### config.mk
export PLATFORM = sky130hd
export DESIGN_NAME = hazard_control_unit_flat
export DESIGN_NICKNAME = d
export VERILOG_FILES = /design/src/rtl/hazard_control_unit_pkg.sv /design/src/rtl/hazard_control_unit_if.sv /design/src/rtl/hazard_control_unit_hazard_detect.sv /design/src/rtl/hazard_control_unit.sv /design/src/flat_wrapper.sv
export SDC_FILE = /design/constraint.sdc
export NUM_CORES = 1
export LEC_CHECK = 0
export CAP_MARGIN = 20
export CELL_PAD_IN_SITES_DETAIL_PLACEMENT = 1
export CELL_PAD_IN_SITES_GLOBAL_PLACEMENT = 1
export CORE_AREA = 2 2 50 52
export CTS_CLUSTER_DIAMETER = 200
export DETAILED_ROUTE_END_ITERATION = 8
export DIE_AREA = 0 0 52 54
export GPL_ROUTABILITY_DRIVEN = 0
export GPL_TIMING_DRIVEN = 1
export PLACE_DENSITY = 0.91
export RECOVER_POWER = 100
export SYNTH_ARGS = -nofsm -noshare
export SYNTH_HDL_FRONTEND = slang
export SYNTH_HIERARCHICAL = 1
export SYNTH_SLANG_ARGS = --single-unit
### constraint.sdc
create_clock -name clk -period 9.1 [get_ports clk]
set_clock_uncertainty 0.15 [all_clocks]
set_input_delay 2.73 -clock clk [delete_from_list [all_inputs] [get_ports clk]]
set_output_delay 2.73 -clock clk [all_outputs]
set_load 0.01 [all_outputs]
### src/rtl/hazard_control_unit_pkg.sv
// hazard_control_unit_pkg
// Shared constants for the ID-stage hazard controller: RV32I major opcodes,
// the FSM state encoding and small opcode-classification helpers.
// No ports.
package hazard_control_unit_pkg;

  localparam int REG_ADDR_WIDTH_DEF = 5;

  localparam logic [6:0] OPC_LOAD   = 7'b0000011;
  localparam logic [6:0] OPC_STORE  = 7'b0100011;
  localparam logic [6:0] OPC_OP     = 7'b0110011;
  localparam logic [6:0] OPC_BRANCH = 7'b1100011;
  localparam logic [6:0] OPC_JAL    = 7'b1101111;
  localparam logic [6:0] OPC_JALR   = 7'b1100111;
  localparam logic [6:0] OPC_LUI    = 7'b0110111;
  localparam logic [6:0] OPC_AUIPC  = 7'b0010111;

  typedef enum logic [1:0] {
    ST_RUN     = 2'd0,
    ST_BR_WAIT = 2'd1
  } hcu_state_e;

  // rs1 is a real operand for every format except U-type and JAL.
  function automatic logic rs1_used(input logic [6:0] opcode);
    return !((opcode == OPC_LUI) || (opcode == OPC_AUIPC) || (opcode == OPC_JAL));
  endfunction

  // rs2 is only read by R-type, stores and branches.
  function automatic logic rs2_used(input logic [6:0] opcode);
    return (opcode == OPC_OP) || (opcode == OPC_STORE) || (opcode == OPC_BRANCH);
  endfunction

  // Instructions whose operands are consumed in ID (branch comparator / JALR adder).
  function automatic logic resolves_in_id(input logic [6:0] opcode);
    return (opcode == OPC_BRANCH) || (opcode == OPC_JALR);
  endfunction

endpackage

### src/rtl/hazard_control_unit_if.sv
// hazard_control_unit_if
// Bundles the ID-stage view used by the hazard controller.
//   master : pipeline side, drives instruction/pipeline info, reads controls
//   slave  : hazard controller, reads pipeline info, drives controls
// There is no handshake here: every signal is a level valid for the current
// cycle only, sampled combinationally; no valid/ready pair is involved.
interface hazard_control_unit_if #(
  parameter int REG_ADDR_WIDTH = 5
);
  logic [6:0]                IF_ID_inst_opcode;
  logic [REG_ADDR_WIDTH-1:0] IF_ID_rs1;
  logic [REG_ADDR_WIDTH-1:0] IF_ID_rs2;
  logic                      ID_EX_mem_rd_en;
  logic [REG_ADDR_WIDTH-1:0] ID_EX_rd;
  logic                      EX_MEM_mem_rd_en;
  logic [REG_ADDR_WIDTH-1:0] EX_MEM_rd;
  logic                      branch_taken;
  logic                      ext_stall;

  logic                      pc_wr_en;
  logic                      IF_ID_wr_en;
  logic                      IF_ID_flush;
  logic                      ID_EX_flush;
  logic                      pc_redirect;
  logic                      stall;

  modport master (
    output IF_ID_inst_opcode, IF_ID_rs1, IF_ID_rs2, ID_EX_mem_rd_en, ID_EX_rd,
           EX_MEM_mem_rd_en, EX_MEM_rd, branch_taken, ext_stall,
    input  pc_wr_en, IF_ID_wr_en, IF_ID_flush, ID_EX_flush, pc_redirect, stall
  );

  modport slave (
    input  IF_ID_inst_opcode, IF_ID_rs1, IF_ID_rs2, ID_EX_mem_rd_en, ID_EX_rd,
           EX_MEM_mem_rd_en, EX_MEM_rd, branch_taken, ext_stall,
    output pc_wr_en, IF_ID_wr_en, IF_ID_flush, ID_EX_flush, pc_redirect, stall
  );

endinterface

### src/rtl/hazard_control_unit_hazard_detect.sv
// hazard_detect
// Purely combinational dependency checks between the instruction in ID and
// loads in EX / MEM.
//   opcode, rs1, rs2   : ID instruction
//   ex_ld, ex_rd       : EX holds a load writing ex_rd
//   mem_ld, mem_rd     : MEM holds a load writing mem_rd
//   load_use           : ID reads the EX load's result
//   br_ld_ex           : ID branch/JALR reads the EX load's result
//   br_ld_mem          : ID branch/JALR reads the MEM load's result
module hazard_detect
  import hazard_control_unit_pkg::*;
#(
  parameter int REG_ADDR_WIDTH = 5
) (
  input  logic [6:0]                opcode,
  input  logic [REG_ADDR_WIDTH-1:0] rs1,
  input  logic [REG_ADDR_WIDTH-1:0] rs2,
  input  logic                      ex_ld,
  input  logic [REG_ADDR_WIDTH-1:0] ex_rd,
  input  logic                      mem_ld,
  input  logic [REG_ADDR_WIDTH-1:0] mem_rd,
  output logic                      load_use,
  output logic                      br_ld_ex,
  output logic                      br_ld_mem
);

  logic use1;
  logic use2;
  logic early;
  logic ex_match;
  logic mem_match;

  assign use1  = rs1_used(opcode);
  assign use2  = rs2_used(opcode);
  assign early = resolves_in_id(opcode);

  // x0 is hard-wired, so a load targeting it never creates a dependency.
  assign ex_match  = (ex_rd != '0) &&
                     ((use1 && (rs1 == ex_rd)) || (use2 && (rs2 == ex_rd)));
  assign mem_match = (mem_rd != '0) &&
                     ((use1 && (rs1 == mem_rd)) || (use2 && (rs2 == mem_rd)));

  assign load_use  = ex_ld && ex_match;
  assign br_ld_ex  = early && load_use;
  assign br_ld_mem = early && mem_ld && mem_match;

endmodule

### src/rtl/hazard_control_unit.sv
// hazard_control_unit
// ID-stage hazard controller: load-use stalls, branch-after-load stalls
// (two bubbles when the load is in EX, sequenced by a RUN/BR_WAIT FSM) and
// wrong-path squash on taken branches / jumps resolved in ID.
// Ports:
//   clk, rst        : clock, synchronous active-high reset
//   hz (slave)      : pipeline inputs and control outputs
//   fsm_state       : current FSM state (debug)
//   stall_cycle_cnt : saturating count of hazard stall cycles
//                     (present only when HAZARD_STALL_CNT_EN is defined)
// Build option: HAZARD_STALL_CNT_EN adds the stall cycle counter.
module hazard_control_unit
  import hazard_control_unit_pkg::*;
#(
  parameter int REG_ADDR_WIDTH = REG_ADDR_WIDTH_DEF
) (
  input  logic                 clk,
  input  logic                 rst,
  hazard_control_unit_if.slave hz,
  output logic [1:0]           fsm_state
`ifdef HAZARD_STALL_CNT_EN
  ,
  output logic [31:0]          stall_cycle_cnt
`endif
);

  hcu_state_e state;
  logic       load_use;
  logic       br_ld_ex;
  logic       br_ld_mem;
  logic       hazard;
  logic       redirect_req;

  hazard_detect #(.REG_ADDR_WIDTH(REG_ADDR_WIDTH)) u_detect (
    .opcode    (hz.IF_ID_inst_opcode),
    .rs1       (hz.IF_ID_rs1),
    .rs2       (hz.IF_ID_rs2),
    .ex_ld     (hz.ID_EX_mem_rd_en),
    .ex_rd     (hz.ID_EX_rd),
    .mem_ld    (hz.EX_MEM_mem_rd_en),
    .mem_rd    (hz.EX_MEM_rd),
    .load_use  (load_use),
    .br_ld_ex  (br_ld_ex),
    .br_ld_mem (br_ld_mem)
  );

  // Internal stall decision; BR_WAIT supplies the second bubble of a
  // branch that depended on a load in EX.
  always_comb begin
    hazard = 1'b0;
    case (state)
      ST_RUN:     hazard = load_use | br_ld_mem;  // br_ld_ex implies load_use
      ST_BR_WAIT: hazard = 1'b1;
      default:    hazard = 1'b0;
    endcase
  end

  assign redirect_req = ((hz.IF_ID_inst_opcode == OPC_BRANCH) && hz.branch_taken) ||
                        (hz.IF_ID_inst_opcode == OPC_JAL) ||
                        (hz.IF_ID_inst_opcode == OPC_JALR);

  always_comb begin
    hz.pc_wr_en    = 1'b1;
    hz.IF_ID_wr_en = 1'b1;
    hz.IF_ID_flush = 1'b0;
    hz.ID_EX_flush = 1'b0;
    hz.pc_redirect = 1'b0;
    hz.stall       = hazard;
    if (rst) begin
      hz.pc_wr_en    = 1'b0;
      hz.IF_ID_wr_en = 1'b0;
      hz.IF_ID_flush = 1'b1;
      hz.ID_EX_flush = 1'b1;
      hz.stall       = 1'b0;
    end else if (hz.ext_stall) begin
      // Global freeze: nothing moves, no bubble; stall still reports the hazard.
      hz.pc_wr_en    = 1'b0;
      hz.IF_ID_wr_en = 1'b0;
    end else if (hazard) begin
      // A stalled branch must not redirect on a comparator fed by stale data.
      hz.pc_wr_en    = 1'b0;
      hz.IF_ID_wr_en = 1'b0;
      hz.ID_EX_flush = 1'b1;
    end else if (redirect_req) begin
      hz.pc_redirect = 1'b1;
      hz.IF_ID_flush = 1'b1;
    end
  end

  always_ff @(posedge clk) begin
    if (rst) begin
      state <= ST_RUN;
    end else if (!hz.ext_stall) begin
      case (state)
        ST_RUN:     if (br_ld_ex) state <= ST_BR_WAIT;
        ST_BR_WAIT: state <= ST_RUN;
        default:    state <= ST_RUN;
      endcase
    end
  end

  assign fsm_state = state;

`ifdef HAZARD_STALL_CNT_EN
  always_ff @(posedge clk) begin
    if (rst) begin
      stall_cycle_cnt <= '0;
    end else if (hazard && !hz.ext_stall && (stall_cycle_cnt != 32'hFFFF_FFFF)) begin
      stall_cycle_cnt <= stall_cycle_cnt + 32'd1;
    end
  end
`endif

endmodule
### src/flat_wrapper.sv
// flat-port wrapper written by rule: the top's interface ports become plain ports
module hazard_control_unit_flat import hazard_control_unit_pkg::*;
#(
  parameter int REG_ADDR_WIDTH = REG_ADDR_WIDTH_DEF
)
  (clk, rst, fsm_state, hz_IF_ID_inst_opcode, hz_IF_ID_rs1, hz_IF_ID_rs2, hz_ID_EX_mem_rd_en, hz_ID_EX_rd, hz_EX_MEM_mem_rd_en, hz_EX_MEM_rd, hz_branch_taken, hz_ext_stall, hz_pc_wr_en, hz_IF_ID_wr_en, hz_IF_ID_flush, hz_ID_EX_flush, hz_pc_redirect, hz_stall);
  hazard_control_unit_if #(.REG_ADDR_WIDTH(REG_ADDR_WIDTH)) hz_i ();
  input  logic clk;
  input  logic rst;
  output logic [1:0] fsm_state;
  input wire logic [$bits(hz_i.IF_ID_inst_opcode)-1:0] hz_IF_ID_inst_opcode;
  input wire logic [$bits(hz_i.IF_ID_rs1)-1:0] hz_IF_ID_rs1;
  input wire logic [$bits(hz_i.IF_ID_rs2)-1:0] hz_IF_ID_rs2;
  input wire logic [$bits(hz_i.ID_EX_mem_rd_en)-1:0] hz_ID_EX_mem_rd_en;
  input wire logic [$bits(hz_i.ID_EX_rd)-1:0] hz_ID_EX_rd;
  input wire logic [$bits(hz_i.EX_MEM_mem_rd_en)-1:0] hz_EX_MEM_mem_rd_en;
  input wire logic [$bits(hz_i.EX_MEM_rd)-1:0] hz_EX_MEM_rd;
  input wire logic [$bits(hz_i.branch_taken)-1:0] hz_branch_taken;
  input wire logic [$bits(hz_i.ext_stall)-1:0] hz_ext_stall;
  output wire logic [$bits(hz_i.pc_wr_en)-1:0] hz_pc_wr_en;
  output wire logic [$bits(hz_i.IF_ID_wr_en)-1:0] hz_IF_ID_wr_en;
  output wire logic [$bits(hz_i.IF_ID_flush)-1:0] hz_IF_ID_flush;
  output wire logic [$bits(hz_i.ID_EX_flush)-1:0] hz_ID_EX_flush;
  output wire logic [$bits(hz_i.pc_redirect)-1:0] hz_pc_redirect;
  output wire logic [$bits(hz_i.stall)-1:0] hz_stall;
  assign hz_i.IF_ID_inst_opcode = hz_IF_ID_inst_opcode;
  assign hz_i.IF_ID_rs1 = hz_IF_ID_rs1;
  assign hz_i.IF_ID_rs2 = hz_IF_ID_rs2;
  assign hz_i.ID_EX_mem_rd_en = hz_ID_EX_mem_rd_en;
  assign hz_i.ID_EX_rd = hz_ID_EX_rd;
  assign hz_i.EX_MEM_mem_rd_en = hz_EX_MEM_mem_rd_en;
  assign hz_i.EX_MEM_rd = hz_EX_MEM_rd;
  assign hz_i.branch_taken = hz_branch_taken;
  assign hz_i.ext_stall = hz_ext_stall;
  assign hz_pc_wr_en = hz_i.pc_wr_en;
  assign hz_IF_ID_wr_en = hz_i.IF_ID_wr_en;
  assign hz_IF_ID_flush = hz_i.IF_ID_flush;
  assign hz_ID_EX_flush = hz_i.ID_EX_flush;
  assign hz_pc_redirect = hz_i.pc_redirect;
  assign hz_stall = hz_i.stall;
  hazard_control_unit #(.REG_ADDR_WIDTH(REG_ADDR_WIDTH)) u_core (.clk(clk), .rst(rst), .hz(hz_i), .fsm_state(fsm_state));
endmodule
== Yosys cells after proc, flatten, opt, wreduce, memory -nomap -nowiden ==
Cells that the tools add are included.

* Equal/unequal tests: 13
* Order comparisons: 0
* Add/sub/neg operators: 0
* Divide/modulo/power cells: 0
* Reductions and logical operators: 25
* Bitwise gates (word level): 2
* Muxes and demuxes: 15
* Multipliers: 0
* Shift-type cells: 0

{| class="wikitable"
|+ Operators by type and width
! operator !! count
|-
| equality test 7 x 6 -> 1 bit (second input constant) || 3
|-
| equality test 7 bit (second input constant) || 3
|-
| equality test 5 bit || 4
|-
| two-way mux 1 bit || 12
|-
| logical AND 1 bit || 11
|-
| nonzero test 5 bit || 2
|-
| logical OR 1 bit || 9
|-
| equality test 7 x 5 -> 1 bit (second input constant) || 1
|-
| two-way mux 2 bit || 2
|-
| equality test 2 x 1 -> 1 bit (second input constant) || 1
|-
| logical NOT 2 bit || 1
|-
| != test 2 x 1 -> 1 bit (second input constant) || 1
|-
| case mux 1 bit (2 select lines) || 1
|-
| AND reduction 2 bit || 1
|-
| logical NOT 1 bit || 1
|-
| NOT 1 bit || 1
|-
| bitwise OR 1 bit || 1
|}

* Register bits after elaboration: 2
* Output and inout bits: 8
* Input port bits: 33
* Bits in latches: 0
* Logic and storage cells: 56
* Memories: 0
* Bits in read-only memories: 0
* Bits in writable memories: 0

== Longest topological paths before layout ==
Gate-level depths: netlist of run 1.

* Depth in word-level cells: 13
* Gate-level depth with buffers: 7
* Mapped depth without buffers: 7

== Hierarchy ==
Netlist of run 1, hierarchy kept.

{| class="wikitable"
|+ By module, submodules not included
! module !! times used !! area each (µm²) !! sequential area each (µm²) !! cells each
|-
| hazard_detect || 1 || 321.6 || 0.0 || 42
|-
| hazard_control_unit || 1 || 138.9 || 20.0 || 20
|}

== Least setup slack after synthesis of run 1 ==
No wires, ideal clock.

* Path kind: input port to output port
* Start point: input hz_ID_EX_rd[1]
* End point: output hz_pc_redirect
* Arrival time: 4.245 ns
* Stages on the path: 6
* Setup slack: 1.975 ns
* Path buffers: 0
* Cells stage by stage: or4_1 -> o21a_1 -> a21boi_0 -> nor4_2 -> and2b_1 -> nor3b_2

* Longest elaborated chain between the ends: 10
* Elaborated cells on any way between the ends: 13

{| class="wikitable"
|+ RTL lines
! item !! RTL line !! source
|-
| start: declaration || flat_wrapper.sv:15 || <nowiki>input wire logic [$bits(hz_i.ID_EX_rd)-1:0] hz_ID_EX_rd;</nowiki>
|-
| equality test 5 bit || hazard_control_unit_hazard_detect.sv:39 || <nowiki>((use1 && (rs1 == ex_rd)) || (use2 && (rs2 == ex_rd)));</nowiki>
|-
| logical AND 1 bit || hazard_control_unit_hazard_detect.sv:39 ||
|-
| logical OR 1 bit || hazard_control_unit_hazard_detect.sv:39 ||
|-
| logical AND 1 bit * || hazard_control_unit_hazard_detect.sv:38 || <nowiki>assign ex_match = (ex_rd != '0) &&</nowiki>
|-
| logical AND 1 bit * || hazard_control_unit_hazard_detect.sv:43 || <nowiki>assign load_use = ex_ld && ex_match;</nowiki>
|-
| net u_core.load_use || hazard_control_unit.sv:28 || <nowiki>logic load_use;</nowiki>
|-
| bitwise OR 1 bit * || hazard_control_unit.sv:52 || <nowiki>ST_RUN: hazard = load_use | br_ld_mem;</nowiki>
|-
| case mux 1 bit (2 select lines) * || hazard_control_unit.sv:51 || <nowiki>case (state)</nowiki>
|-
| two-way mux 1 bit * || hazard_control_unit.sv:79 || <nowiki>end else if (hazard) begin</nowiki>
|-
| two-way mux 1 bit * || hazard_control_unit.sv:75 || <nowiki>end else if (hz.ext_stall) begin</nowiki>
|-
| two-way mux 1 bit * || hazard_control_unit.sv:69 || <nowiki>if (rst) begin</nowiki>
|-
| end: declaration || flat_wrapper.sv:24 || <nowiki>output wire logic [$bits(hz_i.pc_redirect)-1:0] hz_pc_redirect;</nowiki>
|}

The timed path passes the listed nets; every way through them passes the cells marked *.

== Worst setup path after layout of run 1 ==
* Start point: input hz_IF_ID_inst_opcode[3]
* End point: output hz_pc_redirect

* Longest elaborated chain between the ends: 13
* Elaborated cells on any way between the ends: 33

{| class="wikitable"
|+ RTL lines
! item !! RTL line !! source
|-
| start: declaration || flat_wrapper.sv:11 || <nowiki>input wire logic [$bits(hz_i.IF_ID_inst_opcode)-1:0] hz_IF_ID_inst_opcode;</nowiki>
|-
| equality test 7 x 6 -> 1 bit / equality test 7 x 5 -> 1 bit (equally long branches) || hazard_control_unit_pkg.sv:25 || <nowiki>return !((opcode == OPC_LUI) || (opcode == OPC_AUIPC) || (opcode == OPC_JAL));</nowiki>
|-
| logical OR 1 bit (2 in series) || hazard_control_unit_pkg.sv:25 ||
|-
| logical NOT 1 bit || hazard_control_unit_pkg.sv:25 ||
|-
| logical AND 1 bit || hazard_control_unit_hazard_detect.sv:39 ||
|-
| logical OR 1 bit * || hazard_control_unit_hazard_detect.sv:39 ||
|-
| logical AND 1 bit * || hazard_control_unit_hazard_detect.sv:38 ||
|-
| logical AND 1 bit * || hazard_control_unit_hazard_detect.sv:43 ||
|-
| net u_core.load_use || hazard_control_unit.sv:28 ||
|-
| bitwise OR 1 bit * || hazard_control_unit.sv:52 ||
|-
| case mux 1 bit (2 select lines) * || hazard_control_unit.sv:51 ||
|-
| two-way mux 1 bit * || hazard_control_unit.sv:79 ||
|-
| two-way mux 1 bit * || hazard_control_unit.sv:75 ||
|-
| two-way mux 1 bit * || hazard_control_unit.sv:69 ||
|}

Marked as above.

==> metrics, run 1 <==
Avg Inst Size Synth roughly 7.4 um2; drt wl/cell approximately 13 um; most frequent cells in the layout clkdlybuf4s50_1 (31), xor2_1 (12), dlygate4sd3_1 (8), xnor2_1 (8); Placed Cells between 100 and 150; area grow syn2layout 89.7%; Critical Path AT ~5.4 ns; Synth Flop Type dfxtp_1; area of the mapped netlist between 400 and 500 um2; Min-Delay Startpoint u_core/fsm_state[0]; Setup TNS 0 ns; Seq/Total Area, Yosys between 4 and 5%; EDFF count, synth 0; Post-CTS Hold Fix Bufs 0; antenna cells 0; initial antenna violation count 0; largest net degree at the start of global routing 6; vias in the first global route 620; final hold violations 0; Clk pin slew, worst setup/hold paths 0 ns; post-synthesis net count 95; DRC 0; R2R depth 3; Worst R2R Start u_core/fsm_state[0]; # nets final 134; post-detail-place hpwl 1.56 mm; layout cells sized above 1 slightly above 2%; crit end category output port; Tmin final 8.27 ns; Initial Util 19.8%; DR iter-0 viols 4; Max Slew Vio Count 0; crit path launch type primary input; cell taking the most area after synthesis xor2_1; Setup-failing EPs final 0; utilization after layout approximately 38%; # fillers 290; die width roughly 52 um; remaining global-route overflow 0; synthesized instance count 62; Setup Fix Bufs, Post-CTS 0; RSZ-0062 raised after global routing false; Pleak between 0.2 and 0.3 nW; Crit Path Class primary input to output port; fin crit share between 90 and 100%; Rows 18; Worst Path Required roughly 6.2 ns; Min-Delay Path Class flop to flop; max reg flops 1; Routed Antenna Nets 0; Port Buffers 39; peak supply drop 0.0179 mV; top cells by area, synth xor2_1 (23%), xnor2_1 (15%), nand4_1 (6.8%); post-synth top area share 22.8%; core area around 0.0023 mm2; GRT Util Overall 11.8%; most common cell after layout, fill and taps aside clkdlybuf4s50_1; DR pass1 iterations 4; P per Cell Area roughly 43 mW/mm2; WL final 1.64 mm; max-cap violations 0; I/O pin count 41; Seq cells post-synth 1; worst setup path startpoint hz_IF_ID_inst_opcode[3]; hold path depth 2; crit-path max FO 4; status completed; DR vias/cell 4.76; global-route wire length before repair around 2.6 mm; PostCTS Resize Cnt 0; Yosys Warn Count 6; Die Y 54 um; die area between 0.002 and 0.003 mm2; Async SR Flop Fraction 0%; Final Instance Count excl. Fillers around 130; DR vias between 600 and 700; Max Clk Rate between 100 and 150 MHz; Worst-Skew Late Latency 0 ns; Synth cell types 25
## kinds of logic (layout without fill, tap and decap cells)
group / Yosys count / after routing / share of synthesized area (%)
AO/OA/AOI/OAI: 11 / 11 / 16.0
other: 1 / 1 / 0.814
XOR/XNOR: 20 / 20 / 38.0
AND/OR/NAND/NOR: 27 / 27 / 37.5
buffers and inverters: 2 / 39 / 3.26
flip-flops: 1 / 1 / 4.35
## per-stage QoR
step	total power (W)	hold slack (ns)	worst slack [ns]	instance area [um2]
6_report	0.0000373	0.363	0.826	873
4_1_cts	0.0000383	0.369	0.932	873
3_5_place_dp	0.0000382	0.370	0.933	873
3_3_place_gp	0.0000370	0.357	1.04	873
5_1_grt	0.0000400	0.433	0.592	873
2_1_floorplan	0.0000163	0.370	1.97	460
## metal layers
| layer | wire length, um | GRT usage, % | part of all wire (%) |
|---|---|---|---|
| met1 | 603 | 12.4 | 37 |
| met2 | 909 | 26.4 | 56 |
| met3 | 123 | 0.833 | 7.5 |
| met4 | 0 | 0 | 0 |
| met5 | 0 | 0 | 0 |
## where the power goes
part	total (W)	internal, W	leakage (nW)	switching, W
Sequential	0.00000448	0.00000447	0.00805	0.000000000963
Combinational	0.0000328	0.0000202	0.287	0.0000126
Clock	0	0	0	0
## worst paths after layout
check / to / slack (ns)
worst min-delay path: u_core/fsm_state[0] / 0.36
worst max register to register: u_core/fsm_state[0] / 8.26
worst min register to register: u_core/fsm_state[0] / 0.36
worst max-delay path: hz_pc_redirect / 0.83
## layout make-up
class | instances | area [um2] | share of cell area, %
sequential | 1 | 20.0 | 2.29
timing repair buffer | 39 | 390 | 44.7
multi-input combinational | 59 | 425 | 48.7
tap | 30 | 37.5 | 4.30
## synthesized netlist by cell type (2+ instances only)
| library cell | count |
|---|---|
| nand4_1 | 5 |
| nor2_1 | 3 |
| or4_1 | 2 |
| xnor2_1 | 8 |
| xor2_1 | 12 |
| nor3_1 | 5 |
| buf_4 | 2 |
| nand2_1 | 3 |
| nor3b_1 | 2 |
| a21oi_1 | 3 |
| nor2b_1 | 2 |
| o21bai_1 | 2 |
## critical path, cell delays in order
cell	delay, ns
dlygate4sd3_1	0.59
nand4b_1	0.22
a211oi_1	0.35
nand4_1	0.18
a21boi_0	0.32
nor4_2	0.09
and2b_1	0.18
nor3b_2	0.15
dlygate4sd3_1	0.60
(Power assumes the default switching activity.)
==> inputs of run 2 (changes only) <==
- GPL_TIMING_DRIVEN: 1 -> 0
==> run 2 against run 1 <==
Final cell count rose by 1.6%. First-iteration DRC count fell by 75%. Sequential power is essentially flat. Global-route usage up 1.0 points. Flip-flop and latch count is the same. Design area grew 1.7%. Total power rose by 2.1%. Sequential share of layout area about the same. Core utilization increased by 0.65 points. Hold slack got worse by 0.0038 ns. Critical endpoint unchanged.
==> metrics, run 2 (synthesized netlist as in run 1, its figures left out) <==
R2R depth 3; Port Buffers 39; WL final around 1.7 mm; crit-path max FO 4; area grow syn2layout 92.9%; total power between 0.00003 and 0.00004 W; Die Y roughly 54 um; R2R Setup Slk around 8.3 ns; Crit Path Class primary input to output port; final hold violations 0; largest net degree at the start of global routing 6; met2 Use GR just under 30%; I/O pin count a little over 40; status completed; net switching power between 0.00001 and 0.000015 W; Setup TNS 0 ns; Min-Delay Startpoint u_core/fsm_state[0]; Initial Util around a fifth; global-route wire length before repair 2.79 mm; drt wl/cell 13.0 um; crit end category output port; remaining global-route overflow 0; Setup-failing EPs final 0; Worst R2R Start u_core/fsm_state[0]; GRT Max-Usage Layer met2; max-cap violations 0; GR Layer Usage met1 roughly an eighth; Clk pin slew, worst setup/hold paths 0 ns; GRT Util Overall about an eighth; Pleak 0.306 nW; DR pass1 iterations 2; Worst Path Required slightly above 6 ns; P per Cell Area roughly 43 mW/mm2; Sw Share about a third; core area around 0.0023 mm2; Max Clk Rate ~120 MHz; Tmin final ~8.4 ns; Routed Antenna Nets 0; peak supply drop between 0.015 and 0.02 mV; Worst-Skew Late Latency 0 ns; DRC 0; PostCTS Resize Cnt 0; DR vias/cell 4.65; vias in the first global route between 600 and 700; layout cells sized above 1 under 10%; cell internal pwr roughly 0.000025 W; met3 Resource Use GR 0.833%; die area approximately 0.0028 mm2; max reg flops 1; Post-CTS Hold Fix Bufs 0; Reg power frac about an eighth; # nets final between 100 and 150; DR iter-0 viols 1; most common cell after layout, fill and taps aside clkdlybuf4s50_1; post-detail-place hpwl between 1.5 and 2 mm; Hold Path End u_core/fsm_state[0]; Critical Path AT between 5 and 6 ns; Clk pwr share 0%; crit path launch type primary input; RSZ-0062 raised after global routing false; Min-Delay Path Class flop to flop; hold path depth 2; Max Slew Vio Count 0; die width between 50 and 60 um; fin crit share ~92%; Setup Fix Bufs, Post-CTS 0; worst reg2reg path endpoint u_core/fsm_state[0]; Logic pwr share 88.2%; initial antenna violation count 0; most frequent cells in the layout clkdlybuf4s50_1 (31), xor2_1 (12), dlygate4sd3_1 (8), xnor2_1 (8); DR vias just over 600; Rows 18; antenna cells 0
[run 2: worst max path at each step]
stage | from | to | slack (ns)
after floorplan | hz_ID_EX_rd[1] | hz_pc_redirect | 1.97
after global placement | hz_ID_EX_rd[1] | hz_pc_redirect | 0.97
after detailed placement | hz_ID_EX_rd[1] | hz_pc_redirect | 0.88
after CTS | hz_ID_EX_rd[1] | hz_pc_redirect | 0.88
after global routing | hz_IF_ID_inst_opcode[3] | hz_pc_redirect | 0.58
final | hz_IF_ID_inst_opcode[3] | hz_pc_redirect | 0.75
[run 2: critical path: stages]
cell and delay, ns:
dlygate4sd3_1 0.59, nand4b_1 0.23, a211oi_1 0.36, nand4_1 0.18, a21boi_0 0.34, nor4_2 0.09, and2b_1 0.19, nor3b_2 0.15
dlygate4sd3_1 0.60
[run 2: through the flow]
step	hold slack (ns)	area, um2	std cells	util, %	setup WS, ns
floorplan	0.370	460	62	-	1.97
global placement	0.354	888	131	38.3	0.968
detailed placement	0.367	888	131	38.3	0.884
CTS	0.368	888	131	38.3	0.883
global route	0.395	888	131	38.3	0.584
finish	0.359	888	131	38.3	0.749
[run 2: power by group through the flow]
stage	Sequential (W)	Combinational (W)	Clock, W
detailed placement	0.00000448	0.0000344	0
global route	0.00000448	0.0000366	0
global placement	0.00000448	0.0000331	0
floorplan	0.00000448	0.0000119	0
finish	0.00000448	0.0000336	0
CTS	0.00000448	0.0000346	0
[run 2: final cells by class]
type                       instances  area (um2)
fill                             283        1430
multi-input combinational         59         425
timing repair buffer              39         390
tap                               30        37.5
sequential                         1        20.0
buffer                             2        15.0
[run 2: layer usage]
metal  vias to the layer above  part of all wire (%)
met3                         0                   6.8
met1                       275                    37
li1                        304                     -
met4                         0                     0
met2                        30                    56
met5                         -                     0
==> inputs of run 3 (changes only) <==
- SKIP_LAST_GASP: not set -> 1
==> results of run 3 <==
Same layout as run 2: the final DEF is identical, and so are final timing and power.
